--- src/rtl/cpu_pkg.sv ---
// Shared MultiCPU definitions: ALU opcode encodings (funct-style),
// datapath width and shifter mode select.
package cpu_pkg;

    localparam int ALU_WIDTH = 32;

    localparam logic [5:0] ALU_ADD  = 6'b100000;
    localparam logic [5:0] ALU_ADDU = 6'b100001;
    localparam logic [5:0] ALU_SUB  = 6'b100010;
    localparam logic [5:0] ALU_SUBU = 6'b100011;
    localparam logic [5:0] ALU_AND  = 6'b100100;
    localparam logic [5:0] ALU_OR   = 6'b100101;
    localparam logic [5:0] ALU_XOR  = 6'b100110;
    localparam logic [5:0] ALU_NOR  = 6'b100111;
    localparam logic [5:0] ALU_SLT  = 6'b101010;
    localparam logic [5:0] ALU_SLTU = 6'b101011;
    localparam logic [5:0] ALU_SLL  = 6'b000000;
    localparam logic [5:0] ALU_SRL  = 6'b000010;
    localparam logic [5:0] ALU_SRA  = 6'b000011;
    localparam logic [5:0] ALU_SLLV = 6'b000100;
    localparam logic [5:0] ALU_SRLV = 6'b000110;
    localparam logic [5:0] ALU_SRAV = 6'b000111;
    localparam logic [5:0] ALU_LUI  = 6'b001111;

    typedef enum logic [1:0] {
        SH_SLL = 2'b00,
        SH_SRL = 2'b01,
        SH_SRA = 2'b10
    } shift_mode_e;

endpackage

--- src/rtl/alu_shifter.sv ---
// Combinational barrel shifter for the ALU: logical left, logical right
// and arithmetic (sign-filling) right by a log2(WIDTH)-bit amount.
module alu_shifter
    import cpu_pkg::*;
#(
    parameter int WIDTH = ALU_WIDTH,
    parameter int SHW   = $clog2(WIDTH)
) (
    input  logic [WIDTH-1:0] data_i,
    input  logic [SHW-1:0]   shamt_i,
    input  shift_mode_e      mode_i,
    output logic [WIDTH-1:0] result_o
);

    // Select the shift direction/fill for the requested mode.
    always_comb begin
        result_o = {WIDTH{1'b0}};
        case (mode_i)
            SH_SLL:  result_o = data_i << shamt_i;
            SH_SRL:  result_o = data_i >> shamt_i;
            SH_SRA:  result_o = $unsigned($signed(data_i) >>> shamt_i);
            default: result_o = {WIDTH{1'b0}};
        endcase
    end

endmodule

--- src/rtl/alu_core.sv ---
// EXE-stage integer ALU: combinational result every cycle, plus zero and
// signed-overflow flags registered one cycle later for control/debug.
module alu_core
    import cpu_pkg::*;
#(
    parameter int WIDTH = ALU_WIDTH
) (
    input  logic             clk,
    input  logic             rstn,
    input  logic [WIDTH-1:0] i_ALU_srcA,
    input  logic [WIDTH-1:0] i_ALU_srcB,
    input  logic [5:0]       i_ALU_op,
    output logic [WIDTH-1:0] o_ALU_aluOut,
    output logic             o_ALU_zero,
    output logic             o_ALU_ovf
);

    localparam int SHW = $clog2(WIDTH);

    logic [WIDTH-1:0] sum_s;
    logic [WIDTH-1:0] diff_s;
    logic [WIDTH-1:0] shift_res_s;
    logic             add_ovf_s;
    logic             sub_ovf_s;
    logic             slt_s;
    logic             sltu_s;
    shift_mode_e      shift_mode_s;
    logic [WIDTH-1:0] result_s;
    logic             ovf_d;
    logic             zero_d;
    logic             zero_q;
    logic             ovf_q;

    assign sum_s  = i_ALU_srcA + i_ALU_srcB;
    assign diff_s = i_ALU_srcA - i_ALU_srcB;

    // Overflow is judged on sign bits only; the wrapped value is always output.
    assign add_ovf_s = (i_ALU_srcA[WIDTH-1] == i_ALU_srcB[WIDTH-1]) &&
                       (sum_s[WIDTH-1] != i_ALU_srcA[WIDTH-1]);
    assign sub_ovf_s = (i_ALU_srcA[WIDTH-1] != i_ALU_srcB[WIDTH-1]) &&
                       (diff_s[WIDTH-1] != i_ALU_srcA[WIDTH-1]);

    assign slt_s  = $signed(i_ALU_srcA) < $signed(i_ALU_srcB);
    assign sltu_s = i_ALU_srcA < i_ALU_srcB;

    // Shift direction from the funct low bits; V and non-V forms behave alike.
    always_comb begin
        shift_mode_s = SH_SLL;
        case (i_ALU_op[1:0])
            2'b00:   shift_mode_s = SH_SLL;
            2'b10:   shift_mode_s = SH_SRL;
            2'b11:   shift_mode_s = SH_SRA;
            default: shift_mode_s = SH_SLL;
        endcase
    end

    alu_shifter #(
        .WIDTH (WIDTH),
        .SHW   (SHW)
    ) u_shifter (
        .data_i   (i_ALU_srcB),
        .shamt_i  (i_ALU_srcA[SHW-1:0]),
        .mode_i   (shift_mode_s),
        .result_o (shift_res_s)
    );

    // Result and overflow select by opcode; unknown codes yield zero.
    always_comb begin
        result_s = {WIDTH{1'b0}};
        ovf_d    = 1'b0;
        case (i_ALU_op)
            ALU_ADD: begin
                result_s = sum_s;
                ovf_d    = add_ovf_s;
            end
            ALU_ADDU: result_s = sum_s;
            ALU_SUB: begin
                result_s = diff_s;
                ovf_d    = sub_ovf_s;
            end
            ALU_SUBU: result_s = diff_s;
            ALU_AND:  result_s = i_ALU_srcA & i_ALU_srcB;
            ALU_OR:   result_s = i_ALU_srcA | i_ALU_srcB;
            ALU_XOR:  result_s = i_ALU_srcA ^ i_ALU_srcB;
            ALU_NOR:  result_s = ~(i_ALU_srcA | i_ALU_srcB);
            ALU_SLT:  result_s = {{(WIDTH-1){1'b0}}, slt_s};
            ALU_SLTU: result_s = {{(WIDTH-1){1'b0}}, sltu_s};
            ALU_SLL, ALU_SLLV,
            ALU_SRL, ALU_SRLV,
            ALU_SRA, ALU_SRAV: result_s = shift_res_s;
            ALU_LUI:  result_s = {i_ALU_srcB[15:0], {(WIDTH-16){1'b0}}};
            default: begin
                result_s = {WIDTH{1'b0}};
                ovf_d    = 1'b0;
            end
        endcase
    end

    assign zero_d       = (result_s == {WIDTH{1'b0}});
    assign o_ALU_aluOut = result_s;

    // Status flag capture; reset clears only the flags, never the result.
    always_ff @(posedge clk or negedge rstn) begin
        if (!rstn) begin
            zero_q <= 1'b0;
            ovf_q  <= 1'b0;
        end else begin
            zero_q <= zero_d;
            ovf_q  <= ovf_d;
        end
    end

    assign o_ALU_zero = zero_q;
    assign o_ALU_ovf  = ovf_q;

endmodule

--- config.mk ---
export PLATFORM = sky130hd
export DESIGN_NAME = alu_core
export DESIGN_NICKNAME = d
export VERILOG_FILES = /design/src/rtl/cpu_pkg.sv /design/src/rtl/alu_shifter.sv /design/src/rtl/alu_core.sv
export SDC_FILE = /design/constraint.sdc
export NUM_CORES = 1
export LEC_CHECK = 0
export ABC_AREA = 1
export BUFFER_PORTS_ARGS = -buffer_cell sky130_fd_sc_hd__clkbuf_2
export CAP_MARGIN = 20
export CORE_MARGIN = 2
export CORE_UTILIZATION = 33
export DETAILED_ROUTE_END_ITERATION = 10
export HOLD_SLACK_MARGIN = 0.15
export PLACE_DENSITY_LB_ADDON = 0.05
export SYNTH_ARGS = -nofsm -noshare
export SYNTH_HDL_FRONTEND = slang
export SYNTH_SLANG_ARGS = --single-unit
--- constraint.sdc ---
create_clock -name clk -period 2.5 [get_ports clk]
set_input_delay 0.25 -clock clk [delete_from_list [all_inputs] [get_ports clk]]
set_output_delay 0.25 -clock clk [all_outputs]
set_load 0.03 [all_outputs]
==> After elaboration in Yosys (flattened, before gate mapping) <==
Index checks and enable logic that the tools add are counted.
{ "totals": {"regBits": 2, "latchBits": 0, "mem_bits_rw": 0, "rom_bits": 0, "inputBits": 72, "output_inout_bits": 34, "word_cells": 49, "mem_count": 0} }
{ "classes": {"addsub": 2, "multipliers": 0, "div": 0, "magnitude_cmp": 2, "eq_ne": 24, "n_shift": 3, "n_mux": 4, "n_bitwise": 4, "reduce_logical": 8} }
{ "op_table": {"columns": ["cell", "count"], "rows": [
  ["32-bit case mux with 10 select lines", 1],
  ["32-bit case mux with 3 select lines", 1],
  ["32-bit < comparator", 2],
  ["6-bit equality test, second input constant", 10],
  ["32-bit adder", 1],
  ["32-bit bitwise AND", 1],
  ["32-bit zero test", 1],
  ["32-bit inverter", 1],
  ["32-bit OR", 1],
  ["32-bit by 5-bit << shifter with 32-bit output", 1],
  ["32-bit by 5-bit >> shifter with 32-bit output", 1],
  ["32-bit by 5-bit >>> shifter with 32-bit output", 1],
  ["32-bit subtractor", 1],
  ["32-bit XOR", 1],
  ["6-bit by 3-bit equality test with 1-bit output, second input constant", 3],
  ["6-bit by 2-bit equality test with 1-bit output, second input constant", 2],
  ["2-bit equality test, second input constant", 3],
  ["6-bit by 4-bit equality test with 1-bit output, second input constant", 1],
  ["6-bit zero test", 1],
  ["6-bit OR reduction", 1],
  ["2-bit case mux with 2 select lines", 1],
  ["2-bit OR reduction", 2],
  ["1-bit inequality test", 3],
  ["2-bit by 1-bit equality test with 1-bit output, second input constant", 1],
  ["4 further kinds", 5]
]} }

==> Depth between registers and ports, before layout <==
{ "depth": {"depth_word": 6, "mapped_depth": 25, "mapped_depth_nobuf": 22} }

==> Modules after synthesis <==
A second synthesis with hierarchy kept.
{ "unflattened": {"cells_unflattened": 2245, "area_unflattened_um2": 10996.8} }
{ "by_module_without_submodules": {"columns": ["module", "instances", "cells_per_inst", "area_each_um2", "seq_area_each_um2"], "rows": [
  ["alu_core", 1, 1492, 7399.6, 50.0],
  ["alu_shifter", 1, 753, 3597.2, 0.0]
]} }

==> Least setup slack after synthesis <==
Ideal clock, no wire load.
{ "synth_path": {"path_type": "in2reg", "from": "in i_ALU_srcA[4]", "to": "reg zero_q, in the netlist o_ALU_zero", "arrival_ns": 2.839, "required_time_ns": 2.429, "setup_slack_ns": -0.411, "cell_stages": 20, "cell_sequence": "buf_2 -> clkinv_1 -> clkbuf_1 -> ha_1 -> buf_2 -> nor2_1 -> nand3_1 -> nand3_1 -> nand2_1 -> nand2_1 -> inv_1 -> nor2_1 -> o21ai_0 -> nand3_1 -> nand3_1 -> nor2_1 -> nand2_1 -> nor2_1 -> nand2_1 -> nor2_1"} }
{ "synth_between": {"elab_chain_cells": 4, "word_cells_on_any_way": 14, "cone_classes": "2 x add/sub; 2 x order compare; 3 x shift; 2 x mux; 4 x bitwise; 1 x reduce/logical"} }
{ "synth_rtl": {"columns": ["item", "line_no", "rtl"], "rows": [
  ["start: declaration", "alu_core.sv:10", "input logic [WIDTH-1:0] i_ALU_srcA,"],
  ["branches (longest 2 deep; another with 32-bit subtractor)", null, null],
  ["32-bit case mux with 10 select lines (*)", "alu_core.sv:71", "case (i_ALU_op)"],
  ["via o_ALU_aluOut[18]", "alu_core.sv:13", "output logic [WIDTH-1:0] o_ALU_aluOut,"],
  ["32-bit zero test (*)", "alu_core.sv:99", "assign zero_d = (result_s == {WIDTH{1'b0}});"],
  ["via zero_d", "alu_core.sv:30", "logic zero_d;"],
  ["end signal: assignment", "alu_core.sv:108", "zero_q <= zero_d;"],
  ["end: declaration", "alu_core.sv:31", "logic zero_q;"]
]} }
Mark *: on every way through the listed nets, which the timed path passes.

==> Worst setup path in the final report <==
{ "layout_path": {"from": "in i_ALU_srcB[21]", "to": "out o_ALU_aluOut[25]"} }
{ "layout_between": {"elab_chain_cells": 3, "word_cells_on_any_way": 7, "cone_classes": "2 x add/sub; 3 x shift; 2 x mux"} }
{ "layout_rtl": {"columns": ["item", "line_no", "rtl"], "rows": [
  ["start: declaration", "alu_core.sv:11", "input logic [WIDTH-1:0] i_ALU_srcB,"],
  ["branches (longest 2 deep; another with 32-bit subtractor)", null, null],
  ["32-bit case mux with 10 select lines (*)", "alu_core.sv:71", null],
  ["end: declaration", "alu_core.sv:13", null]
]} }
Every way passes the cells marked *.

==> results.yml <==
sta:
  tightest_slew_ns: 0.528
  drv_slew: 0
  worst_slack_ns: -0.0909
  setup_viol: 14
  period_share_pct: 104
  slew_headroom_pct: 64.8
  rsz0062_at_grt: "true"
  layout_min_cycle_time_ns: 2.59
  max_clock_freq_mhz: 386
  finalHoldViolCount: 0
finish:
  stdcell_area_sq_mm: 0.0180
  stdcell_count: 3181
  drive_above_1_share_pct: 40.5
  area_growth_pct: 68.1
  nets: 2918
  antenna_cells: 0
clock_network:
  cts-root-buf: "clkbuf_16"
  cts_sinks: 2
  clkTransAtPathRegs_ns: 0.03
  cts_tree: "yes"
  clockBufferDepth: 2
  h-tree-depth: 1
  cts_buffers: 3
run_status:
  violations: "setup timing"
  status: "complete, but fails checks"
setup_path:
  cp.arrival_ns: 2.34
  crit_start: "i_ALU_srcB[21]"
  cpMostUsedCell: "nand2_1"
  slowest_stage: "ha_1"
  crit_chain: "clkbuf_8 -> inv_2 -> ha_1 -> buf_6 -> nor2_4 -> nand2_1 -> inv_1 -> nand2_2 -> buf_4 -> inv_1 -> nand2_1 -> nand3_1 -> nand2_1 -> nand3_1 -> nand2_1 -> inv_1 -> nand3_2 -> buf_4 -> clkbuf_4"
  crit_buf_inv: 9
  cpPeakStageDelay_ns: 0.29
  worstPathRequired_ns: 2.25
  critPathKind: "in -> out"
  crit_family: "buffers and inverters"
  critPathLaunchType: "input port"
  crit_fanout: 7
  endpoint_kind: "output port"
pwr:
  total_power_uw: 4440
  powerDensity_mw_per_mm2: 246
  vdd_ir_drop_max_mv: 0.138
  total_leakage_power_uw: 0.00953
die:
  num_io_pins: 106
  die-height_microns: 184
  start_util_pct: 33.7
  fp.coreArea_sq_mm: 0.0318
  die_x_microns: 184
  die_area_sq_mm: 0.0339
  rows: 65
logic_synthesis:
  ys_top_cells_by_count: "nand2_1 (764), nand3_1 (409), inv_1 (301)"
  syn_nets: 2385
  synthMostInstantiatedCell: "nand2_1"
  synth_mux_area_share_pct: 0
  yosysWarnings: 0
  synth-seq-cells: 2
  syn_avg_cell_area_sq_um: 4.84
  synth_top_area_share_pct: 26.8
  synth_top_family_by_area: "simple AND/OR/NAND/NOR gates"
  synthTopCellsByArea: "nand2_1 (27%), nand3_1 (19%), ha_1 (11%)"
  synth_compound_gate_area_share_pct: 14.5
  syn_area_sq_mm: 0.0107
  async_flop_share_pct: 100
  yosysTopAreaCell: "nand2_1"
  synth-adder-area-share_pct: 11.6
  seq_area_frac_synth_pct: 0.467
  synth_simple_gate_area_share_pct: 57.4
  synth_xor_xnor_area_share_pct: 0.0818
  syn_inst: 2215
  ys.flop_type: "dfrtp_1"
  synth_edf_count: 0
  synth_cell_types: 53
routing:
  drt-pass1-iter-count: 5
  ant_nets: 0
  vias: 17200
  drt_wl_total_microns: 67100
  drt-wirelength-per-cell_microns: 21.1
  drt_iter0_drc: 1626
  drc_errors: 0
  routed_via_density: 5.40
global_routing:
  grt.total_usage_pct: 38.3
  gr-total-overflow: 0
  grt_antenna_before_repair: 1
  grt_pass1_wl_microns: 96800
  grt_pass1_vias: 16100
  grt_max_degree: 60
placed_design:
  globalplace.congestion: 1.03
  dp_hpwl_microns: 55800
  port_buffers: 105
  post-place-ws_ns: -0.851
  place_area_sq_mm: 0.0151
  place_inst: 3136
run:
  maxCapViolations: 0
hold_path:
  hold_class: "in -> async"
-- through the flow --
| step | TNS [ns] | hold WS, ns | utilization, % |
|---|---|---|---|
| floorplan | 0 | -0.0456 | - |
| global route | -2.02 | 0.395 | 56.6 |
| detailed placement | -11.30 | 0.0398 | 47.5 |
| global placement | -11.29 | 0.0434 | 47.5 |
| finish | -0.554 | 0.387 | 56.6 |
| CTS | -0.256 | 0.353 | 52.1 |
-- final timing paths --
path / endpoint / slack (ns) / depth (start not counted)
min: o_ALU_ovf / 0.39 / 2
max in group asynchronous: o_ALU_zero / 2.01 / 2
min in group clk: o_ALU_ovf / 0.46 / 4
max: o_ALU_aluOut[25] / -0.09 / 19
-- placed cells by master (no fill, tap or decap), drive strengths merged, types with 2 or more instances in the layout --
master	n
o22ai	20
o211ai	25
a2111oi	2
clkinv	3
nand2	774
nor4	2
buf	558
ha	96
nor2	196
a31oi	2
dfrtp	2
and2	18
a211oi	7
nand4	21
nand3	410
o21ai	67
o21bai	12
nor3	11
a221oi	5
fa	2
o31ai	2
nand3b	7
inv	309
a21oi	104
clkbuf	70
o221ai	7
and3	2
-- metal layers --
metal,part of all wire (%),wire [microns],GRT usage [%]
met1,42,28500,51.5
met2,45,30400,63.0
met3,6.5,4370,2.21
met4,5.8,3900,17.0
met5,0,0,0
-- sequential cells by signal, summed over array words and instances, names as in the netlist --
signal,cells
o_ALU_ovf,1
o_ALU_zero,1
-- where the power goes --
group | leakage, uW | total, uW | switching (uW) | internal, uW
combinational | 0.00946 | 4160 | 2430 | 1730
clock | 0.0000370 | 241 | 37.8 | 204
sequential | 0.0000278 | 34.7 | 0.540 | 34.1
total | 0.00953 | 4440 | 2470 | 1970
-- timing repair --
item	in CTS	in global routing
hold buffers	1	0
gates cloned	1	1
hold endpoints to repair	2	0
resized for setup	357	380
buffers inserted	14	30
endpoints found under the setup margin	33	34
pin swaps	70	138
-- area by class of cell --
type                    count  area, sq um
repair buffers            627         5110
inverters                 312         1210
flip-flops and latches      2         50.0
well taps                 435          544
multi-input cells        1802        11000
fillers                  3311        13800
clock buffers               3         75.1
-- kinds of logic (layout without fill, tap and decap cells) --
| group | Yosys count | after routing |
|---|---|---|
| XOR/XNOR | 1 | 1 |
| flip-flops | 2 | 2 |
| AND/OR/NAND/NOR | 1442 | 1442 |
| AO/OA/AOI/OAI | 261 | 261 |
| adder cells (fa/ha/maj) | 98 | 98 |
| buffers and inverters | 411 | 942 |
(Power assumes the default switching activity.)
